--- config.mk ---
export PLATFORM = sky130hd
export DESIGN_NAME = pp_bank_ctrl
export DESIGN_NICKNAME = d
export VERILOG_FILES = /design/src/rtl/pp_pkg.sv /design/src/rtl/pp_bank_status.sv /design/src/rtl/pp_bank_ctrl.sv
export SDC_FILE = /design/constraint.sdc
export NUM_CORES = 1
export LEC_CHECK = 0
export BUFFER_PORTS_ARGS = -buffer_cell sky130_fd_sc_hd__buf_2
export CAP_MARGIN = 20
export CELL_PAD_IN_SITES_DETAIL_PLACEMENT = 0
export CELL_PAD_IN_SITES_GLOBAL_PLACEMENT = 1
export CORE_UTILIZATION = 35
export CTS_BUF_LIST = sky130_fd_sc_hd__clkbuf_4
export CTS_CLUSTER_SIZE = 40
export DETAILED_ROUTE_END_ITERATION = 12
export GPL_ROUTABILITY_DRIVEN = 0
export GPL_TIMING_DRIVEN = 0
export PLACE_DENSITY = 0.65
export SLEW_MARGIN = 20
export SYNTH_ARGS = -nofsm -noshare
export SYNTH_HDL_FRONTEND = slang
export SYNTH_SLANG_ARGS = --single-unit
--- constraint.sdc ---
create_clock -name clk -period 2.4 [get_ports clk]
set_input_delay 0.48 -clock clk [delete_from_list [all_inputs] [get_ports clk]]
set_output_delay 0.48 -clock clk [all_outputs]
set_load 0.01 [all_outputs]
--- src/rtl/pp_pkg.sv ---
// rtl/pp_pkg.sv - shared types and constants for the ping-pong bank sequencer
package pp_pkg;

    typedef enum logic {
        RD_IDLE = 1'b0,
        RD_RUN  = 1'b1
    } rd_state_t;

    localparam logic BANK_A   = 1'b0;
    localparam logic BANK_B   = 1'b1;
    localparam int   PP_DEPTH = 8;

endpackage

--- src/rtl/pp_bank_status.sv ---
// rtl/pp_bank_status.sv - per-bank full flag and stored word count
module pp_bank_status #(
    parameter int CW = 4
) (
    input  logic          clk,
    input  logic          rst_n,
    input  logic          set,
    input  logic          clr,
    input  logic [CW-1:0] cnt_in,
    output logic          full,
    output logic [CW-1:0] cnt
);

    // set and clr never hit the same bank together (writes are blocked while full)
    always_ff @(posedge clk or negedge rst_n) begin
        if (!rst_n) begin
            full <= 1'b0;
            cnt  <= '0;
        end else if (set) begin
            full <= 1'b1;
            cnt  <= cnt_in;
        end else if (clr) begin
            full <= 1'b0;
        end
    end

endmodule

--- src/rtl/pp_bank_ctrl.sv ---
// rtl/pp_bank_ctrl.sv - two-bank ping-pong buffer sequencer (write pointer, read FSM, output pipe)
module pp_bank_ctrl
    import pp_pkg::*;
#(
    parameter int  DEPTH = PP_DEPTH,
    localparam int AW    = $clog2(DEPTH)
) (
    input  logic          clk,
    input  logic          rst_n,
    input  logic          in_vaild,
    input  logic          in_last,
    output logic          in_ready,
    input  logic          busy,
    output logic          wr_en,
    output logic          wr_bank,
    output logic [AW-1:0] wr_addr,
    output logic          rd_en,
    output logic          rd_bank,
    output logic [AW-1:0] rd_addr,
    output logic          out_vaild,
    output logic          out_last,
    output logic [1:0]    bank_full,
    output logic          ovf_err
);

    localparam logic [AW:0] CNT_ONE = (AW + 1)'(1);

    rd_state_t     state_q, state_d;
    logic          rd_bank_d;
    logic [AW-1:0] rd_addr_d;
    logic [AW:0]   cnt_a, cnt_b, rd_cnt, wr_cnt;
    logic          wr_close, rd_last, rd_release, other_full;
    logic          full_a, full_b;

    assign bank_full = {full_b, full_a};
    assign in_ready  = wr_bank ? ~full_b : ~full_a;
    assign wr_en     = in_vaild & in_ready;
    assign wr_close  = wr_en & ((wr_addr == AW'(DEPTH - 1)) | in_last);
    assign wr_cnt    = {1'b0, wr_addr} + CNT_ONE;

    assign rd_cnt     = rd_bank ? cnt_b : cnt_a;
    assign rd_last    = ({1'b0, rd_addr} == (rd_cnt - CNT_ONE));
    assign rd_release = rd_en & rd_last;
    assign other_full = rd_bank ? full_a : full_b;

    pp_bank_status #(.CW(AW + 1)) u_status_a (
        .clk    (clk),
        .rst_n  (rst_n),
        .set    (wr_close & (wr_bank == BANK_A)),
        .clr    (rd_release & (rd_bank == BANK_A)),
        .cnt_in (wr_cnt),
        .full   (full_a),
        .cnt    (cnt_a)
    );

    pp_bank_status #(.CW(AW + 1)) u_status_b (
        .clk    (clk),
        .rst_n  (rst_n),
        .set    (wr_close & (wr_bank == BANK_B)),
        .clr    (rd_release & (rd_bank == BANK_B)),
        .cnt_in (wr_cnt),
        .full   (full_b),
        .cnt    (cnt_b)
    );

    always_ff @(posedge clk or negedge rst_n) begin
        if (!rst_n) begin
            wr_bank <= BANK_A;
            wr_addr <= '0;
            ovf_err <= 1'b0;
        end else begin
            if (wr_close) begin
                wr_bank <= ~wr_bank;
                wr_addr <= '0;
            end else if (wr_en) begin
                wr_addr <= wr_addr + AW'(1);
            end
            if (in_vaild & ~in_ready)
                ovf_err <= 1'b1;
        end
    end

    always_comb begin
        state_d   = state_q;
        rd_bank_d = rd_bank;
        rd_addr_d = rd_addr;
        rd_en     = 1'b0;
        case (state_q)
            RD_IDLE: begin
                if (rd_bank ? full_b : full_a) begin
                    state_d   = RD_RUN;
                    rd_addr_d = '0;
                end
            end
            RD_RUN: begin
                rd_en = ~busy;
                if (rd_en) begin
                    if (rd_last) begin
                        // chain straight into the other bank when it is already closed
                        rd_bank_d = ~rd_bank;
                        rd_addr_d = '0;
                        state_d   = other_full ? RD_RUN : RD_IDLE;
                    end else begin
                        rd_addr_d = rd_addr + AW'(1);
                    end
                end
            end
            default: state_d = RD_IDLE;
        endcase
    end

    always_ff @(posedge clk or negedge rst_n) begin
        if (!rst_n) begin
            state_q   <= RD_IDLE;
            rd_bank   <= BANK_A;
            rd_addr   <= '0;
            out_vaild <= 1'b0;
            out_last  <= 1'b0;
        end else begin
            state_q   <= state_d;
            rd_bank   <= rd_bank_d;
            rd_addr   <= rd_addr_d;
            out_vaild <= rd_en;
            out_last  <= rd_release;
        end
    end

endmodule
Yosys cells after proc, flatten, opt, wreduce, memory -nomap -nowiden
Index checks and enable logic that the tools add are counted.

Input bits: 5. RAM bits: 0. Bits in latches: 0. Memory bits (read-only): 0. Memories kept: 0. Output and inout port bits: 16. Bits in registers: 22. Logic and storage cells: 61.

$lt $le $gt $ge: 0. Muxes and demuxes: 20. Add/sub/neg operators: 4. Reductions and logical operators: 5. Shift-type cells: 0. Eq/ne operators: 4. $mul: 0. Div/mod/pow operators: 0. Bitwise gates (word level): 16.

Operators with widths (count): two-way mux 3 bit (5); two-way mux 1 bit (12); bitwise AND 1 bit (8); inverter 1 bit (7); adder 3 x 1 -> 3 bit, second input constant (2); case mux 3 bit (2 select lines) (1); nonzero test 2 bit (3); adder 3 x 1 -> 4 bit, second input constant (1); equality test 3 x 4 -> 1 bit (1); two-way mux 4 bit (1); inequality test 2 bit, second input constant (2); subtractor 4 x 1 -> 4 bit, second input constant (1); equality test 3 bit, second input constant (1); AND reduction 3 bit (1); case mux 1 bit (2 select lines) (1); AND reduction 2 bit (1); bitwise OR 1 bit (1).

Logic depth before layout (Yosys ltp)
Gate-level depths: netlist of the first run.

Depth in word-level cells: 7. Gate-level depth with buffers: 8. Mapped depth without buffers: 7.

Cells and area by module
From an unflattened synthesis of the first run, not the netlist that was laid out.

Cell total of the unflattened synthesis: 99. Area, all modules: 1111.1 um2.

Modules (own cells, without submodules): pp_bank_ctrl (cells an instance 77, seq. area each 300.3 um2, instances 1, area each 745.7 um2); pp_bank_status (cells an instance 11, seq. area each 125.1 um2, instances 2, area each 182.7 um2).

Worst setup path before layout of the first run
No wires, ideal clock.

Kind: flip-flop to flip-flop. Start point: register rd_bank. End point: register u_status_a.full. Stages on the path, launching flop included: 8. Path slack: 0.453 ns. Buffers on the path: 1. Clock period less this slack: 1.947 ns. Data required time: 2.269 ns. Arrival time: 1.815 ns. Setup time: 0.131 ns. Cells stage by stage: dfrtp_1 -> buf_6 -> mux2i_2 -> ha_1 -> xor2_1 -> nand2_4 -> o41ai_1 -> nand2_1.

Word-level cells in the longest chain between the ends: 6. Elaborated cells between the ends (all ways): 7. Those cells by class: 1 x add/sub; 1 x eq/ne; 1 x mux; 3 x bitwise; 1 x reduce/logical.

Ends and longest elaborated chain: from (decl) (line pp_bank_ctrl.sv:18) `output logic rd_bank,`; from (signal assigned) (line pp_bank_ctrl.sv:121) `rd_bank <= rd_bank_d;`; two-way mux 4 bit (line pp_bank_ctrl.sv:41) `assign rd_cnt = rd_bank ? cnt_b : cnt_a;`; subtractor 4 x 1 -> 4 bit (line pp_bank_ctrl.sv:42) `assign rd_last = ({1'b0, rd_addr} == (rd_cnt - CNT_ONE));`; equality test 3 x 4 -> 1 bit (line pp_bank_ctrl.sv:42); bitwise AND 1 bit (line pp_bank_ctrl.sv:43) `assign rd_release = rd_en & rd_last;`; bitwise AND 1 bit (*) (line pp_bank_ctrl.sv:50) `.clr (rd_release & (rd_bank == BANK_A)),`; nonzero test 2 bit (no source line) (*); to (signal assigned) (line pp_bank_status.sv:17) `full <= 1'b0;`; to (signal assigned) (line pp_bank_status.sv:20) `full <= 1'b1;`; to (signal assigned) (line pp_bank_status.sv:23) `full <= 1'b0;`; to (decl) (line pp_bank_status.sv:10) `output logic full,`.

Mark *: on every way between the ends. The rest lies on a longest branch, timed or not. A chain may end at the register's enable or synchronous reset.

Worst setup path after layout of the first run
Ends and elaborated chain as after synthesis.

==> summary.md, run 1 <==
| Metric | Value |
|---|---|
| Internal power | `0.991 mW` |
| GRT met3 Usage | `2.62%` |
| Root Buffer | `clkbuf_4` |
| Clk pwr share | `9.5%` |
| Min-delay worst type | `in -> async` |
| Chip width | `59.3 um` |
| Largest fanout on the critical path | `10` |
| Worst path slowest cell | `dfrtp_1` |
| Clock Sinks | `22` |
| Initial antenna violation count | `0` |
| Net switching power | `0.815 mW` |
| Core ar. | `0.00308 mm^2` |
| Cell depth of the worst setup path | `8` |
| Crit end category | `register` |
| Required @ worst endpoint | `2590 ps` |
| TritonCTS buffer count | `3` |
| Die ar. | `0.00351 mm^2` |
| Setup Fix Bufs, Post-CTS | `0` |
| GRT overflow | `0` |
| Maxcap violations | `0` |
| Vias | `850` |
| Mapped cell area | `0.00115 mm^2` |
| Setup violators final | `0` |
| Yosys warns | `0` |
| Largest delay share family, worst path | `flip-flops` |
| Post-Place Setup Slack | `290 ps` |
| Clock buffer depth | `2` |
| 1st-pass router iterations | `4` |
| Vias in the first global route | `846` |
| I/O pin count | `21` |
| Clock transition at path regs | `120 ps` |
| Gate power share | `54.2%` |
| Skew-Pair Late Insertion Delay | `300 ps` |
| Flops & latches, synth | `22` |
| Actual slew at the worst max-slew pin | `518 ps` |
| H-tree depth | `1` |
| First-pass GRT wire length | `3.92 mm` |
| Rel. slew slack | `65.4%` |
| Final wirelength | `2.25 mm` |
| Number of DRC violations after detailed-routing iteration 0 | `25` |
| Mapped Nets | `118` |
| Final worst path period share | `88.1%` |
| RSZ-0062 raised after global routing | `no` |
| Share of the synthesized area in the top cell type | `48.0%` |
| Worst r2r path cells | `8` |
| Final ANT Viol Nets | `0` |
| GRT Overall Usage | `15.3%` |
| Min Clock Period, post-route | `2110 ps` |
| Crit-path cells | `buf_6 -> mux2i_2 -> ha_1 -> xnor2_1 -> xnor2_2 -> nand3_4 -> o41ai_1 -> nand2_1` |
| Crit start category | `register` |
| HPWL after DPL | `1.68 mm` |
| Fin. max-slew vios | `0` |
| Post-Route Skew | `2.66 ps` |
| Syn avg cell area | `10.5 um^2` |
| Top post-synthesis cells by area | `dfrtp_1 (48%), nand2_1 (6.9%), ha_1 (4.4%), mux2i_1 (4.4%), o21ai_0 (3.1%)` |
| CP peak stage delay | `430 ps` |
| Layout cells sized above 1 | `27.1%` |
| Die height | `59.3 um` |
| PD cells | `1360 mW/mm^2` |
| Maximum vdd drop | `0.000397 V` |
| Netlist cell types | `36` |
| Initial core utilization | `37.3%` |
| Critical Path AT | `2300 ps` |
| Seq pwr share | `36.4%` |
| Post-Syn Instances | `109` |
| Row count | `20` |
| Avg WL per Cell | `12.7 um` |
| CTS resizes | `0` |
| Met1 usage | `19.3%` |
| CTS tree | `done` |
| Final worst slack | `287 ps` |
| Sum Neg Setup Slack | `0 ps` |
| Lkg Pwr | `0.659 nW` |
| DRC Markers | `0` |
| Ant. Diodes | `0` |
| GR peak layer | `met2` |
| Final nets | `143` |
| Pin count of the biggest net entering global routing | `23` |
| Via/cell ratio | `4.80` |
| Placed cell count | `173` |
| Post-Layout Cell Count | `177` |
| Met2 layer usage reported by global route | `25.8%` |
| WS Path Type | `reg -> reg` |
| Status | `finished clean` |
| Post-synth top area cell | `dfrtp_1` |
| Layout area overhead | `15.8%` |
| FMAX | `0.473 GHz` |
| PortBufs | `20` |
| Final Hold Violating Endpoints | `0` |
| Hold buffers post-CTS | `0` |
| Net Sw Frac | `45.1%` |
| CP bufs+invs | `1` |
| Reg2Reg Setup Slack | `290 ps` |
| Register area share after synthesis | `48.0%` |
-- routing by layer --
| metal | share of wire [%] | vias to the layer above |
|---|---|---|
| met5 | 0 | - |
| li1 | - | 423 |
| met4 | 0.76 | 0 |
| met2 | 49 | 19 |
| met3 | 3.7 | 2 |
| met1 | 46 | 406 |
-- through the flow --
step / power [mW] / hold WS, ps / area, um^2 / utilization [%]
2_1_floorplan: 1.39 / 184 / 1150 / -
3_3_place_gp: 1.63 / 458 / 1300 / 42.3
6_report: 1.81 / 130 / 1330 / 43.2
5_1_grt: 1.98 / 138 / 1330 / 43.2
4_1_cts: 1.84 / 134 / 1330 / 43.2
3_5_place_dp: 1.65 / 461 / 1300 / 42.3
-- logic make-up after synthesis --
family	Yosys count	synth area share (%)
DFF	22	48.0
buffers and inverters	9	4.25
and+or+nand+nor	42	20.9
adders and majority gates	4	4.36
xor gates and xnor gates	5	5.13
AOI/OAI and AO/OA	19	9.82
muxes	8	7.52
-- worst reg2reg max path: cells and delay by family, from the launching register on --
| family | cells | cell delay [ps] |
|---|---|---|
| XOR/XNOR | 2 | 340 |
| multiplexers | 1 | 300 |
| AO/OA/AOI/OAI | 1 | 310 |
| AND/OR/NAND/NOR | 2 | 240 |
| flip-flops | 1 | 430 |
| adder cells (fa/ha/maj) | 1 | 210 |
| buffers and inverters | 1 | 180 |
-- power groups by stage --
stage	Clock (mW)	Sequential [mW]	Combinational, mW
floorplan	0	0.664	0.727
global placement	0	0.663	0.964
detailed placement	0	0.669	0.984
CTS	0.183	0.662	0.992
global route	0.199	0.682	1.10
finish	0.171	0.657	0.978
-- synth_stat cells, drive strengths merged --
library cell and n:
inv 4, buf 3, nand2 22, clkbuf 2
or3b 1, o32ai 1, mux2i 6, nor3 1
nor3b 1, or3 2, xor2 2, xnor2 3
a31oi 1, o221ai 1, dfrtp 22, ha 4
a21o 1, o21ai 13, nor2b 2, nand3 2
mux2 2, nor2 5, o21bai 1, nor4b 1
nor4 4, o41ai 1, nand2b 1
-- flip-flops by register name, indices dropped and copies added, names as in the netlist --
register / flops
u_status_a.cnt: 4
u_status_b.cnt: 4
rd_addr: 3
wr_addr: 3
out_last: 1
out_vaild: 1
ovf_err: 1
rd_bank: 1
state_q: 1
u_status_a.full: 1
u_status_b.full: 1
wr_bank: 1
-- placed cells by master (no fill, tap or decap), types with 3 or more instances in the layout --
| master | n |
|---|---|
| dfrtp_1 | 22 |
| nand2_1 | 21 |
| buf_2 | 20 |
| o21ai_0 | 7 |
| o21ai_1 | 6 |
| mux2i_1 | 5 |
| nor2_1 | 5 |
| inv_1 | 4 |
| ha_1 | 4 |
| nor4_1 | 3 |
| clkbuf_4 | 3 |
-- area by class of cell --
cell class              instances  area (um^2)
repair buffers                 20          100
clock buffers                   3         22.5
fillers                       319         1750
clock inverters                 1         3.75
well taps                      44         55.1
flip-flops and latches         22          551
multi-input cells              78          548
inverters                       4         15.0
plain buffers                   5         33.8
-- final timing paths --
| path | end | startpoint |
|---|---|---|
| hold reg to reg | ovf_err | ovf_err |
| max in group asynchronous | u_status_b.cnt[1] | rst_n |
| setup reg to reg | u_status_a.full | rd_bank |
| hold / removal | rd_addr[2] | rst_n |
| min in group clk | ovf_err | in_vaild |
| setup / recovery | u_status_a.full | rd_bank |
(Power assumes the default switching activity.)
==> run 2, diff against run 1 <==
==> constraint.sdc (replaced) <==
create_clock -name clk -period 2.3 [get_ports clk]
set_input_delay 0.46 -clock clk [delete_from_list [all_inputs] [get_ports clk]]
set_output_delay 0.46 -clock clk [all_outputs]
set_load 0.01 [all_outputs]
==> summary.md, run 2 (synthesized netlist as in run 1, its figures left out) <==
| Metric | Value |
|---|---|
| Status | `finished clean` |
| CP peak stage delay | `440 ps (about the same)` |
| PortBufs | `20 (unchanged)` |
| Met1 usage | `19.3% (unchanged)` |
| Regs by FF count | `u_status_a.cnt: 4 flops, u_status_b.cnt: 4 flops` |
| Skew-Pair Late Insertion Delay | `300 ps (about the same)` |
| FMAX | `0.477 GHz (+0.81%)` |
| CTS tree | `done` |
| Pin count of the biggest net entering global routing | `23 (unchanged)` |
| Post-Layout Cell Count | `177 (unchanged)` |
| Post-Route Skew | `2.73 ps (+0.0730 ps)` |
| Final wirelength | `2.24 mm (-0.22%)` |
| Vias | `843 (-0.82%)` |
| GRT met3 Usage | `2.62% (unchanged)` |
| Maxcap violations | `0 (unchanged)` |
| Final ANT Viol Nets | `0 (unchanged)` |
| Rel. slew slack | `65.4% (about the same)` |
| Ant. Diodes | `0 (unchanged)` |
| Crit-path cells | `buf_6 -> mux2i_2 -> ha_1 -> xnor2_1 -> xnor2_2 -> nand3_4 -> nor4_1 -> o32ai_1` |
| Crit end category | `register` |
| Min-delay worst type | `in -> async` |
| Clock Sinks | `22 (unchanged)` |
| Final nets | `143 (unchanged)` |
| Placed cell count | `173 (unchanged)` |
| CP bufs+invs | `1 (unchanged)` |
| Final Hold Violating Endpoints | `0 (unchanged)` |
| GRT overflow | `0 (unchanged)` |
| Worst path slowest cell | `dfrtp_1` |
| Actual slew at the worst max-slew pin | `518 ps (-0.0544 ps)` |
| DRC Markers | `0 (unchanged)` |
| Reg2Reg Setup Slack | `200 ps (-80 ps)` |
| Total Power | `1.90 mW (+5.2%)` |
| Largest delay share family, worst path | `flip-flops` |
| First-pass GRT wire length | `3.92 mm (unchanged)` |
| 1st-pass router iterations | `4 (unchanged)` |
| Root Buffer | `clkbuf_4` |
| Met2 layer usage reported by global route | `25.8% (unchanged)` |
| Commonest non-fill, non-tap cell in the layout | `dfrtp_1` |
| Row count | `20 (unchanged)` |
| Core ar. | `0.00308 mm^2 (unchanged)` |
| Required @ worst endpoint | `2480 ps (-110 ps)` |
| Via/cell ratio | `4.76 (-0.82%)` |
| Layout area overhead | `16.5%` |
| Worst R2R End | `state_q` |
| RSZ-0062 raised after global routing | `no` |
| Number of DRC violations after detailed-routing iteration 0 | `28 (+12%)` |
| Initial core utilization | `37.3% (unchanged)` |
| GRT Overall Usage | `15.3% (unchanged)` |
| Final worst slack | `204 ps (-83.0 ps)` |
| Largest fanout on the critical path | `10 (unchanged)` |
| Critical Path AT | `2280 ps (-20 ps)` |
| HPWL after DPL | `1.68 mm (unchanged)` |
| Fillers | `319 (unchanged)` |
| Avg WL per Cell | `12.7 um (-0.22%)` |
| Sum Neg Setup Slack | `0 ps (unchanged)` |
| Multi-input combinational cell area | `556 um^2 (+1.4%)` |
| I/O pin count | `21 (unchanged)` |
| Layout cells sized above 1 | `27.8% (+0.75 points)` |
| Setup violators final | `0 (unchanged)` |
| Placed Instance Area | `0.00130 mm^2 (unchanged)` |
| Worst r2r path cells | `8 (unchanged)` |
| WS Path Type | `reg -> reg` |
| Hold buffers post-CTS | `0 (unchanged)` |
| Post-Place Setup Slack | `190 ps (-100 ps)` |
| Crit start category | `register` |
| Initial antenna violation count | `0 (unchanged)` |
| Worst r2r src | `rd_bank` |
| Fin. max-slew vios | `0 (unchanged)` |
| Finished layout cell area | `0.00134 mm^2 (+0.57%)` |
| PD cells | `1420 mW/mm^2 (+4.6%)` |
| Commonest non-fill, non-tap cells in the layout | `dfrtp_1 (22), nand2_1 (21), buf_2 (20)` |
| Die ar. | `0.00351 mm^2 (unchanged)` |
| Min Clock Period, post-route | `2100 ps (-17.0 ps)` |
| Clock transition at path regs | `120 ps (about the same)` |
| Maximum vdd drop | `0.000414 V (+4.4%)` |
| TritonCTS buffer count | `3 (unchanged)` |
| Lkg Pwr | `0.663 nW (+0.61%)` |
| GR peak layer | `met2` |
| Clock buffer depth | `2 (unchanged)` |
| Chip width | `59.3 um (unchanged)` |
| Final worst path period share | `91.1% (+3.1 points)` |
| H-tree depth | `1 (unchanged)` |
| Vias in the first global route | `846 (unchanged)` |
| FF+latch area | `551 um^2 (unchanged)` |
| Die height | `59.3 um (unchanged)` |
run 2: layout make-up:
type                       count  share of cell area, %
buffer                         5                   2.53
inverter                       4                   1.12
timing repair buffer          20                   7.49
sequential                    22                   41.2
multi-input combinational     78                   41.6
tap                           44                   4.12
clock inverter                 1                  0.281
clock buffer                   3                   1.69
run 2: how the worst max path moves through the flow:
stage,startpoint,endpoint,slack (ps),cells past startpoint
2_1_floorplan,rd_bank,u_status_a.full,350,7
3_3_place_gp,rd_bank,u_status_a.full,190,8
3_5_place_dp,rd_bank,u_status_a.full,190,8
4_1_cts,rd_bank,u_status_a.full,160,8
5_1_grt,rd_bank,state_q,20,8
6_report,rd_bank,state_q,200,8
run 2: per-layer routing:
layer	up-vias	share of wire (%)
met5	-	0
met4	0	0.76
met3	2	3.7
met2	19	49
met1	399	46
li1	423	-
run 2: worst register-to-register path, cell delays in order, from the launching register on:
cell and delay, ps:
dfrtp_1 440, buf_6 190, mux2i_2 300, ha_1 210
xnor2_1 170, xnor2_2 170, nand3_4 150, nor4_1 220
o32ai_1 140
run 2: repair_timing:
item	in CTS	in global routing
resized for setup	0	1
endpoints found under the setup margin	0	1
setup buffers	0	0
run 2: metrics by stage:
| stage | hold slack, ps | utilization (%) |
|---|---|---|
| after floorplan | 164 | - |
| after global placement | 456 | 42.3 |
| after detailed placement | 461 | 42.3 |
| after CTS | 114 | 43.2 |
| after global routing | 118 | 43.4 |
| final | 110 | 43.4 |
run 2: power breakdown:
part	leakage (nW)	switching, mW	total, mW	internal (mW)
clock network	0.0154	0.116	0.179	0.0632
registers	0.275	0.163	0.687	0.524
logic	0.372	0.582	1.03	0.451
total	0.663	0.861	1.90	1.04
==> run 3, diff against run 2 <==
==> constraint.sdc (replaced) <==
create_clock -name clk -period 2.3 [get_ports clk]
set_input_delay 0.23 -clock clk [delete_from_list [all_inputs] [get_ports clk]]
set_output_delay 0.23 -clock clk [all_outputs]
set_load 0.01 [all_outputs]
==> summary.md, run 3 (synthesized netlist as in run 1, its figures left out) <==
| Metric | Value |
|---|---|
| Status | `finished clean` |
| Gate power share | `54.4% (about the same)` |
| Hold_ws | `173 ps (+62.4 ps)` |
| Worst r2r path cells | `8 (unchanged)` |
| Setup violators final | `0 (unchanged)` |
| Skew-Pair Late Insertion Delay | `300 ps (about the same)` |
| Net switching power | `0.861 mW (about the same)` |
| Layout area overhead | `17.3%` |
| Min Clock Period, post-route | `2100 ps (unchanged)` |
| First-pass GRT wire length | `3.92 mm (unchanged)` |
| Via/cell ratio | `4.75 (-0.33%)` |
| CTS tree | `done` |
| Crit start category | `register` |
| Rel. slew slack | `65.3% (-0.12 points)` |
| Maxcap violations | `0 (unchanged)` |
| Largest fanout on the critical path | `10 (unchanged)` |
| PortBufs | `20 (unchanged)` |
| Root Buffer | `clkbuf_4` |
| Post-Route Skew | `2.73 ps (unchanged)` |
| FMAX | `0.477 GHz (unchanged)` |
| Number of DRC violations after detailed-routing iteration 0 | `26 (-7.1%)` |
| Sum Neg Setup Slack | `0 ps (unchanged)` |
| Worst r2r src | `rd_bank` |
| Final wirelength | `2.24 mm (+0.13%)` |
| Worst R2R End | `state_q` |
| Final ANT Viol Nets | `0 (unchanged)` |
| Actual slew at the worst max-slew pin | `520 ps (+1.79 ps)` |
| Clk pwr share | `9.4% (about the same)` |
| Min-delay worst type | `in -> reg` |
| Final worst path period share | `91.1% (unchanged)` |
| DRC Markers | `0 (unchanged)` |
| Avg WL per Cell | `12.6 um (-0.43%)` |
| Commonest non-fill, non-tap cell in the layout | `dfrtp_1` |
| Row count | `20 (unchanged)` |
| Maximum vdd drop | `0.000414 V (about the same)` |
| TritonCTS buffer count | `3 (unchanged)` |
| Die ar. | `0.00351 mm^2 (unchanged)` |
| HPWL after DPL | `1.68 mm (unchanged)` |
| Regs by FF count | `u_status_a.cnt: 4 flops, u_status_b.cnt: 4 flops` |
| PD cells | `1410 mW/mm^2 (-0.68%)` |
| Crit end category | `register` |
| Hold depth | `3` |
| GRT overflow | `0 (unchanged)` |
| Vias | `845 (+0.24%)` |
| Fin. max-slew vios | `0 (unchanged)` |
| Initial core utilization | `37.3% (unchanged)` |
| Vias in the first global route | `846 (unchanged)` |
| Required @ worst endpoint | `2480 ps (about the same)` |
| Min-delay src | `in_vaild` |
| Lkg Pwr | `0.667 nW (+0.63%)` |
| GRT Overall Usage | `15.3% (unchanged)` |
| Ant. Diodes | `0 (unchanged)` |
| Core ar. | `0.00308 mm^2 (unchanged)` |
| Pin count of the biggest net entering global routing | `23 (unchanged)` |
| Critical Path AT | `2280 ps (about the same)` |
| Chip width | `59.3 um (unchanged)` |
| Seq pwr share | `36.1% (about the same)` |
| Net Sw Frac | `45.3% (about the same)` |
| Reg2Reg Setup Slack | `200 ps (about the same)` |
| I/O pin count | `21 (unchanged)` |
| Final nets | `144 (+0.70%)` |
| Initial antenna violation count | `0 (unchanged)` |
| Die height | `59.3 um (unchanged)` |
| RSZ-0062 raised after global routing | `no` |
| Clock Sinks | `22 (unchanged)` |
| Clock transition at path regs | `120 ps (about the same)` |
| Clock buffer depth | `2 (unchanged)` |
| Final Hold Violating Endpoints | `0 (unchanged)` |
| H-tree depth | `1 (unchanged)` |
| Util after Layout | `43.7% (+0.33 points)` |
| Commonest non-fill, non-tap cells in the layout | `dfrtp_1 (22), nand2_1 (21), buf_2 (20)` |
| Internal power | `1.04 mW (+0.11%)` |
| 1st-pass router iterations | `4 (unchanged)` |
| Hold worst-path end | `ovf_err` |
| Setup Fix Bufs, Post-CTS | `0 (unchanged)` |
| WS Path Type | `reg -> reg` |
| Layout cells sized above 1 | `27.6% (-0.21 points)` |
==> run 3: cell types whose count changed in the layout (fill, tap and decap cells not counted), sizes merged <==
cell and delta:
dlygate4sd3 +1
==> run 3: worst max-delay path, cell delays in order (launching register included) <==
cell and delay [ps]:
dfrtp_1 440, buf_6 180, mux2i_2 300, ha_1 210, xnor2_1 170, xnor2_2 170, nand3_4 150, nor4_1 220
o32ai_1 140
==> run 3: worst max-delay path by stage <==
stage / start / end / slack (ps) / cells after the start
final: rd_bank / state_q / 200 / 8
after global routing: rd_bank / state_q / 20 / 8
after CTS: rd_bank / u_status_a.full / 160 / 8
after detailed placement: rd_bank / u_status_a.full / 190 / 8
after global placement: rd_bank / u_status_a.full / 190 / 8
after floorplan: rd_bank / u_status_a.full / 350 / 7
==> run 3: through the flow <==
| stage | cells | area [um^2] | power, mW | worst slack (ps) |
|---|---|---|---|---|
| 2_1_floorplan | 109 | 1150 | 1.45 | 353 |
| 3_3_place_gp | 173 | 1300 | 1.70 | 189 |
| 3_5_place_dp | 173 | 1300 | 1.73 | 190 |
| 4_1_cts | 178 | 1340 | 1.92 | 162 |
| 5_1_grt | 178 | 1350 | 2.08 | 15.6 |
| 6_report | 178 | 1350 | 1.90 | 204 |
==> run 3: area by class of cell <==
type / instances / area (um^2)
clock buffers: 3 / 22.5
repair buffers: 21 / 110
multi-input cells: 78 / 556
fillers: 318 / 1730
plain buffers: 5 / 33.8
flip-flops and latches: 22 / 551
inverters: 4 / 15.0
clock inverters: 1 / 3.75
well taps: 44 / 55.1
==> run 3: power groups by stage <==
stage          registers [mW]  clock network, mW  logic, mW
4_1_cts                 0.690              0.191       1.04
3_3_place_gp            0.692                  0       1.01
2_1_floorplan           0.693                  0      0.758
3_5_place_dp            0.698                  0       1.03
5_1_grt                 0.712              0.207       1.16
6_report                0.687              0.179       1.03
==> run 3: repair_timing <==
action                     in CTS  in global routing
hold endpoints to repair       22                  0
gates resized for setup         0                  1
setup endpoints to repair       0                  1
hold buffers                    1                  0
==> run 3: per-layer routing <==
metal  global-route usage [%]  share of wire (%)
met1                     19.3                 46
met2                     25.8                 49
met3                     2.62                3.8
met4                     6.12               0.76
met5                        0                  0
